==> src/rtl/serial_pattern_gen.sv <==
// Serial pattern transmitter: sends a latched PAT_W-bit pattern MSB first,
// repeated R times with GAP_CYCLES idle-level bits between frames.
module serial_pattern_gen #(
  parameter int unsigned PAT_W      = 3,
  parameter int unsigned REP_W      = 4,
  parameter int unsigned GAP_CYCLES = 2,
  parameter logic        IDLE_BIT   = 1'b1
) (
  input  logic             clk,
  input  logic             rst_n,
  input  logic             start,
  input  logic [PAT_W-1:0] pattern,
  input  logic [REP_W-1:0] repeat_cnt,
  output logic             out,
  output logic             out_valid,
  output logic             frame_start,
  output logic             busy,
  output logic             done
);

  localparam int unsigned IDX_W = (PAT_W > 1) ? $clog2(PAT_W) : 1;
  localparam int unsigned GAP_W = (GAP_CYCLES > 0) ? $clog2(GAP_CYCLES + 1) : 1;
  localparam logic [IDX_W-1:0] LAST_IDX = IDX_W'(PAT_W - 1);

  typedef enum logic [1:0] {
    S_IDLE  = 2'd0,
    S_SHIFT = 2'd1,
    S_GAP   = 2'd2,
    S_DONE  = 2'd3
  } state_e;

  state_e             state_q, state_d;
  logic [PAT_W-1:0]   pat_q, pat_d;
  logic [IDX_W-1:0]   bit_idx_q, bit_idx_d;
  logic [REP_W-1:0]   reps_q, reps_d;
  logic [GAP_W-1:0]   gap_q, gap_d;
  logic               out_q, out_d;
  logic               out_valid_q, out_valid_d;
  logic               frame_start_q, frame_start_d;
  logic               busy_q, busy_d;
  logic               done_q, done_d;
  logic               launch_c;

  // State and datapath register
  always_ff @(posedge clk) begin
    if (!rst_n) begin
      state_q       <= S_IDLE;
      pat_q         <= '0;
      bit_idx_q     <= '0;
      reps_q        <= '0;
      gap_q         <= '0;
      out_q         <= IDLE_BIT;
      out_valid_q   <= 1'b0;
      frame_start_q <= 1'b0;
      busy_q        <= 1'b0;
      done_q        <= 1'b0;
    end else begin
      state_q       <= state_d;
      pat_q         <= pat_d;
      bit_idx_q     <= bit_idx_d;
      reps_q        <= reps_d;
      gap_q         <= gap_d;
      out_q         <= out_d;
      out_valid_q   <= out_valid_d;
      frame_start_q <= frame_start_d;
      busy_q        <= busy_d;
      done_q        <= done_d;
    end
  end

  // Next state and counters; launch_c marks the edge that begins a frame
  always_comb begin
    state_d   = state_q;
    pat_d     = pat_q;
    bit_idx_d = bit_idx_q;
    reps_d    = reps_q;
    gap_d     = gap_q;
    launch_c  = 1'b0;
    unique case (state_q)
      S_IDLE: begin
        if (start) begin
          pat_d     = pattern;
          reps_d    = (repeat_cnt == '0) ? REP_W'(1) : repeat_cnt;
          bit_idx_d = LAST_IDX;
          launch_c  = 1'b1;
          state_d   = S_SHIFT;
        end
      end
      S_SHIFT: begin
        if (bit_idx_q != '0) begin
          bit_idx_d = bit_idx_q - IDX_W'(1);
        end else if (reps_q > REP_W'(1)) begin
          reps_d = reps_q - REP_W'(1);
          if (GAP_CYCLES > 0) begin
            gap_d   = GAP_W'(GAP_CYCLES);
            state_d = S_GAP;
          end else begin
            bit_idx_d = LAST_IDX;
            launch_c  = 1'b1;
          end
        end else begin
          state_d = S_DONE;
        end
      end
      S_GAP: begin
        if (gap_q <= GAP_W'(1)) begin
          gap_d     = '0;
          bit_idx_d = LAST_IDX;
          launch_c  = 1'b1;
          state_d   = S_SHIFT;
        end else begin
          gap_d = gap_q - GAP_W'(1);
        end
      end
      S_DONE: begin
        state_d = S_IDLE;
      end
      default: begin
        state_d = S_IDLE;
      end
    endcase
  end

  // Registered outputs follow the state being entered
  always_comb begin
    out_d         = IDLE_BIT;
    out_valid_d   = 1'b0;
    frame_start_d = launch_c;
    busy_d        = (state_d != S_IDLE);
    done_d        = (state_d == S_DONE);
    if (state_d == S_SHIFT) begin
      out_d       = pat_d[bit_idx_d];
      out_valid_d = 1'b1;
    end
  end

  assign out         = out_q;
  assign out_valid   = out_valid_q;
  assign frame_start = frame_start_q;
  assign busy        = busy_q;
  assign done        = done_q;

endmodule
==> config.mk <==
export PLATFORM = sky130hd
export DESIGN_NAME = serial_pattern_gen
export DESIGN_NICKNAME = d
export VERILOG_FILES = /design/src/rtl/serial_pattern_gen.sv
export SDC_FILE = /design/constraint.sdc
export NUM_CORES = 1
export LEC_CHECK = 0
export BUFFER_PORTS_ARGS = -buffer_cell sky130_fd_sc_hd__buf_2
export CORE_UTILIZATION = 55
export DETAILED_ROUTE_END_ITERATION = 8
export PLACE_DENSITY = 0.83
export RECOVER_POWER = 100
export REMOVE_ABC_BUFFERS = 1
export SETUP_SLACK_MARGIN = 0.3
export SLEW_MARGIN = 10
export SYNTH_ARGS = -nofsm -noshare
export SYNTH_HDL_FRONTEND = slang
export SYNTH_SLANG_ARGS = --single-unit
==> constraint.sdc <==
create_clock -name clk -period 4.2 [get_ports clk]
set_input_delay 0.21 -clock clk [delete_from_list [all_inputs] [get_ports clk]]
set_output_delay 0.21 -clock clk [all_outputs]
set_load 0.02 [all_outputs]
==> flow_metrics.env, run 1 <==
export IMPL_slew_headroom_pct=54.6
export IMPL_post_dp_cell_area_um2=945
export IMPL_min_period_ns=1.95
export IMPL_clkTransAtPathRegs_ns=0.09
export IMPL_drv_slew=0
export IMPL_top_level_ports=15
export IMPL_worst_pin_slew_ns=0.672
export IMPL_finalSetupTns_ns=0
export IMPL_synth_top_area_share_pct=41.1
export IMPL_hold_buffers=0
export IMPL_num_rows=14
export IMPL_fmax_mhz=513
export IMPL_synthCells=100
export IMPL_core_area_um2=1490
export IMPL_grt_antenna_before_repair=0
export IMPL_drt_total_wl_um=1600
export IMPL_leakage_nw=0.381
export IMPL_grt_max_degree=15
export IMPL_place_ws_ns=2.39
export IMPL_synth_area_um2=877
export IMPL_design_area_um2=958
export IMPL_ys_async_sr_fraction_pct=0
export IMPL_finalCritPeriodShare_pct=46.4
export IMPL_final_util_pct=64.4
export IMPL_cts_buffers=3
export IMPL_ir_worst_vdd_uv=320
export IMPL_final_layout_size_suffix_gt1_share_pct=14.2
export IMPL_synthFlopType="dfxtp_1"
export IMPL_critPathKind="flop to flop"
export IMPL_cts_root_buf="clkbuf_4"
export IMPL_setup_viol=0
export IMPL_avgSynthCellArea_um2=8.77
export IMPL_rsz0062_at_grt="false"
export IMPL_grt_overflow=0
export IMPL_critical_path_arrival_ns=2.17
export IMPL_antenna_cells=0
export IMPL_synth_warnings=0
export IMPL_status="complete, no violations"
export IMPL_drc=0
export IMPL_drtPass1Iterations=4
export IMPL_hold_viol=0
export IMPL_via_per_inst=5.71
export IMPL_postCtsSetupRepairBufs=0
export IMPL_hpwlAfterDp_um=1200
export IMPL_final_common_cell="dfxtp_1"
export IMPL_crit_fanout=8
export IMPL_antenna_left=0
export IMPL_nFillCells=128
export IMPL_cpMaxStageDelayCell="dfxtp_1"
export IMPL_mostFrequentLayoutCells="dfxtp_1 (18), nor2_1 (9), buf_2 (9), nand2_1 (6), o21ai_0 (6)"
export IMPL_start_kind="flop"
export IMPL_whs_ns=0.202
export IMPL_ys_ff_latch=18
export IMPL_drv_cap=0
export IMPL_clk_path_buf_depth=2
export IMPL_path_cells="inv_1, ha_1, nor2_1, o311ai_0, a21o_1, or3_1, a31oi_1"
export IMPL_die_h_um=41.9
export IMPL_yosysSeqAreaShare_pct=41.1
export IMPL_cp_top_family="compound AO/OA/AOI/OAI gates"
export IMPL_skew_ns=0.00215
export IMPL_grt_pass1_vias=654
export IMPL_worstPathRequired_ns=4.42
export IMPL_hp_class="input pin to flop"
export IMPL_wl_per_cell_um=12.4
export IMPL_track_usage_pct=20.5
export IMPL_insertion_delay_ns=0.29
export IMPL_drt_initial_drc_count=22
export IMPL_critPathMaxStageDelay_ns=0.41
export IMPL_final_net_count=127
export IMPL_htreeDepth=1
export IMPL_start_util_pct=58.9
export IMPL_die_area_um2=1760
export IMPL_cp_buffers_inverters=1
export IMPL_synth_area_leader_cell="dfxtp_1"
export IMPL_setup_ws_ns=2.25
export IMPL_p_per_area_nw_per_um2=638
export IMPL_synth_area_leaders="dfxtp_1 (41%), mux2i_1 (4.6%), and2_1 (3.6%)"
export IMPL_area_growth_pct=9.27
export IMPL_cts_resized=0
export IMPL_clock_sinks=18
export IMPL_num_vias=737
export IMPL_end_kind="flop"
export IMPL_die_w_um=41.9
export IMPL_synth_cell_types=35
export IMPL_numPortBuffers=14
export IMPL_grt_pass1_wl_um=2800
export IMPL_synth_edff_count=0
export IMPL_gp_congestion=0.803
export IMPL_cts_tree="yes"
-- kinds of logic (layout without fill, tap and decap cells) --
logic type / Yosys count / after routing / synth area share (%)
muxes: 6 / 6 / 7.13
AOI/OAI and AO/OA: 26 / 26 / 19.8
buffers and inverters: 9 / 22 / 4.71
adders and majority gates: 2 / 2 / 2.85
and+or+nand+nor: 39 / 39 / 24.4
DFF: 18 / 18 / 41.1
-- layer usage --
layer | track usage (%) | vias to the layer above | wire length [um]
met5 | 0 | - | 0
met4 | 7.74 | 0 | 26
met3 | 2.61 | 4 | 59
met2 | 34.4 | 18 | 783
met1 | 26.8 | 342 | 733
li1 | - | 373 | -
-- power by group --
part           switching [W]  total [W]  internal (W)
registers          0.0000522   0.000273      0.000221
logic               0.000144   0.000256      0.000113
clock network      0.0000486  0.0000819     0.0000333
-- worst min-delay path: stages --
cell     delay, ns
buf_2         0.07
mux2i_1       0.07
nor2b_1       0.10
-- synthesized netlist by cell type (2+ instances only) --
cell type	number
mux2_2	2
a21oi_1	3
nand2_1	6
nor3_1	3
clkbuf_1	2
a21o_1	2
and2_1	5
o21ai_0	6
mux2i_1	4
nand2b_1	5
ha_1	2
nor2b_1	5
buf_4	2
inv_1	5
dfxtp_1	18
o211ai_1	2
a21boi_1	2
nor2_1	8
a31oi_1	2
-- area by class of cell --
cell class	count	area (um^2)	area share, %
Timing Repair Buffer	14	63.8	6.66
Tap cell	16	20.0	2.09
Clock buffer	3	22.5	2.35
Multi-Input combinational cell	73	473	49.3
Inverter	5	18.8	1.96
Sequential cell	18	360	37.6
-- state kept, by name, summed over array words and instances, names as in the netlist --
name,flops
state_q,2
bit_idx_q,2
out_valid,1
busy,1
gap_q,2
pat_q,3
reps_q,4
frame_start,1
done,1
out,1
-- path summary, 6_finish.rpt --
path	start	to	slack [ns]	depth (start not counted)
worst min register to register	reps_q[1]$_SDFFE_PN0P_	reps_q[1]$_SDFFE_PN0P_	0.50	2
worst max register to register	reps_q[0]$_SDFFE_PN0P_	reps_q[0]$_SDFFE_PN0P_	2.25	7
worst min-delay path	pattern[1]	pat_q[1]$_SDFF_PN0_	0.20	3
worst max-delay path	reps_q[0]$_SDFFE_PN0P_	reps_q[0]$_SDFFE_PN0P_	2.25	7
-- stage by stage --
step                      instances  power [W]
final                           129   0.000611
after CTS                       129   0.000622
after global routing            129   0.000657
after detailed placement        126   0.000539
after global placement          126   0.000525
after floorplan                  96   0.000467
No activity file was read; power rests on OpenSTA's default activity.
==> run 2: changes to the inputs <==
- CORE_UTILIZATION: 55 -> 53
- PLACE_DENSITY: 0.83 -> 0.81
- clock period: 4.2 -> 1.9 ns (I/O delays scaled with it)
==> run 2 against run 1 <==
Against the previous run:
- cell area grew 15%
- total power grew to 2.7 times the previous value
- via count grew 6.5%
- worst setup slack worse by 2.0 ns
- highest routed layer unchanged
==> flow_metrics.env, run 2 (synthesized netlist as in run 1, its figures left out) <==
export IMPL_drv_cap=0
export IMPL_clkTransAtPathRegs_ns=0.11
export IMPL_start_util_pct=57.6
export IMPL_design_area_um2=1100
export IMPL_start_kind="flop"
export IMPL_p_per_area_nw_per_um2=1500
export IMPL_setup_ws_ns=0.221
export IMPL_finalSetupTns_ns=0
export IMPL_wl_per_cell_um=13.8
export IMPL_core_area_um2=1520
export IMPL_drc=0
export IMPL_cts_tree="yes"
export IMPL_grt_antenna_before_repair=0
export IMPL_htreeDepth=1
export IMPL_num_vias=785
export IMPL_die_w_um=42.7
export IMPL_grt_pass1_wl_um=3150
export IMPL_numPortBuffers=14
export IMPL_antenna_left=0
export IMPL_finalCritPeriodShare_pct=88.3
export IMPL_largest_register_ffs=4
export IMPL_gp_congestion=0.784
export IMPL_worstPathRequired_ns=2.12
export IMPL_grt_overflow=0
export IMPL_ir_worst_vdd_uv=820
export IMPL_layout_cells_non_filler=138
export IMPL_nFillCells=115
export IMPL_leakage_nw=0.434
export IMPL_mostFrequentLayoutCells="dfxtp_1 (16), buf_2 (9), nor2_1 (8), clkbuf_1 (6)"
export IMPL_reg_top3="reps_q (4), pat_q (3)"
export IMPL_place_inst=126
export IMPL_num_rows=14
export IMPL_place_ws_ns=0.128
export IMPL_final_net_count=135
export IMPL_setup_viol=0
export IMPL_die_h_um=42.7
export IMPL_hp_class="input pin to flop"
export IMPL_slew_headroom_pct=70.9
export IMPL_critical_path_arrival_ns=1.89
export IMPL_post_dp_cell_area_um2=945
export IMPL_crit_fanout=5
export IMPL_top_level_ports=15
export IMPL_cts_root_buf="clkbuf_4"
export IMPL_end_kind="flop"
export IMPL_fmax_mhz=596
export IMPL_antenna_cells=0
export IMPL_rsz0062_at_grt="true"
export IMPL_min_period_ns=1.68
export IMPL_status="complete, no violations"
export IMPL_grt_max_degree=15
export IMPL_skew_ns=0.00141
export IMPL_grt_pass1_vias=703
export IMPL_via_per_inst=5.69
export IMPL_hold_viol=0
export IMPL_critPathKind="flop to flop"
export IMPL_track_usage_pct=22.8
export IMPL_drv_slew=0
export IMPL_ff2ff_setup_slack_ns=0.22
export IMPL_final_common_cell="dfxtp_1"
export IMPL_hpwlAfterDp_um=1150
export IMPL_cts_buffers=3
export IMPL_drt_total_wl_um=1910
export IMPL_area_growth_pct=25.2
export IMPL_total_power_w=0.00165
export IMPL_clk_path_buf_depth=2
export IMPL_drt_initial_drc_count=24
export IMPL_final_layout_size_suffix_gt1_share_pct=28.7
export IMPL_clock_sinks=18
export IMPL_insertion_delay_ns=0.29
export IMPL_drtPass1Iterations=4
export IMPL_worst_pin_slew_ns=0.436
export IMPL_die_area_um2=1820
export IMPL_regMostFlops="reps_q"
==> run 2: changes by cell type in the layout (fill, tap and decap cells not counted), sizes merged <==
cell | before | now
clkbuf | 8 | 11
buf | 9 | 15
==> run 2: worst paths after layout <==
| kind | start | to | cells past startpoint |
|---|---|---|---|
| hold / removal | pattern[2] | pat_q[2]$_SDFF_PN0_ | 3 |
| setup reg to reg | reps_q[1]$_SDFFE_PN0P_ | reps_q[0]$_SDFFE_PN0P_ | 9 |
| setup / recovery | reps_q[1]$_SDFFE_PN0P_ | reps_q[0]$_SDFFE_PN0P_ | 9 |
| hold reg to reg | pat_q[1]$_SDFF_PN0_ | pat_q[1]$_SDFF_PN0_ | 2 |
==> run 2: metrics by stage <==
stage | hold slack [ns] | util, %
floorplan | 0.217 | -
global placement | 0.377 | 62.0
detailed placement | 0.386 | 62.0
CTS | 0.0823 | 71.9
global route | 0.105 | 72.1
finish | 0.0818 | 72.1
==> run 2: area by class of cell <==
type | instances | area [um^2] | area share, %
Multi-Input combinational cell | 73 | 532 | 48.4
Inverter | 5 | 21.3 | 1.94
Clock buffer | 4 | 36.3 | 3.30
Tap cell | 16 | 20.0 | 1.82
Timing Repair Buffer | 22 | 124 | 11.3
Sequential cell | 18 | 365 | 33.3
==> run 2: worst max-delay path, cell delays in order (launching register included) <==
cell and delay (ns):
dfxtp_1 0.35, inv_4 0.08, ha_4 0.15, nor2_4 0.04
o311ai_4 0.26, a21o_1 0.24, clkbuf_1 0.17, buf_6 0.12
nand2_1 0.05, a31oi_1 0.13
==> run 2: what timing repair did <==
action                                  in CTS  in global routing
pin swaps                                    5                  6
endpoints found under the setup margin       4                  9
setup buffers                                8                  0
resized for setup                           15                  9
cloned                                       0                  0
hold buffers                                 0                  0
==> run 2: per-layer routing <==
| metal | vias up | GRT usage, % | wire (um) |
|---|---|---|---|
| li1 | 386 | - | - |
| met1 | 359 | 30.2 | 853 |
| met2 | 34 | 37.6 | 944 |
| met3 | 6 | 3.83 | 92 |
| met4 | 0 | 7.50 | 17 |
| met5 | - | 0 | 0 |
==> run 2: report_power, final <==
part	internal, W	switching (W)	total (W)
clock	0.000117	0.000122	0.000239
sequential	0.000494	0.000134	0.000628
combinational	0.000382	0.000402	0.000784
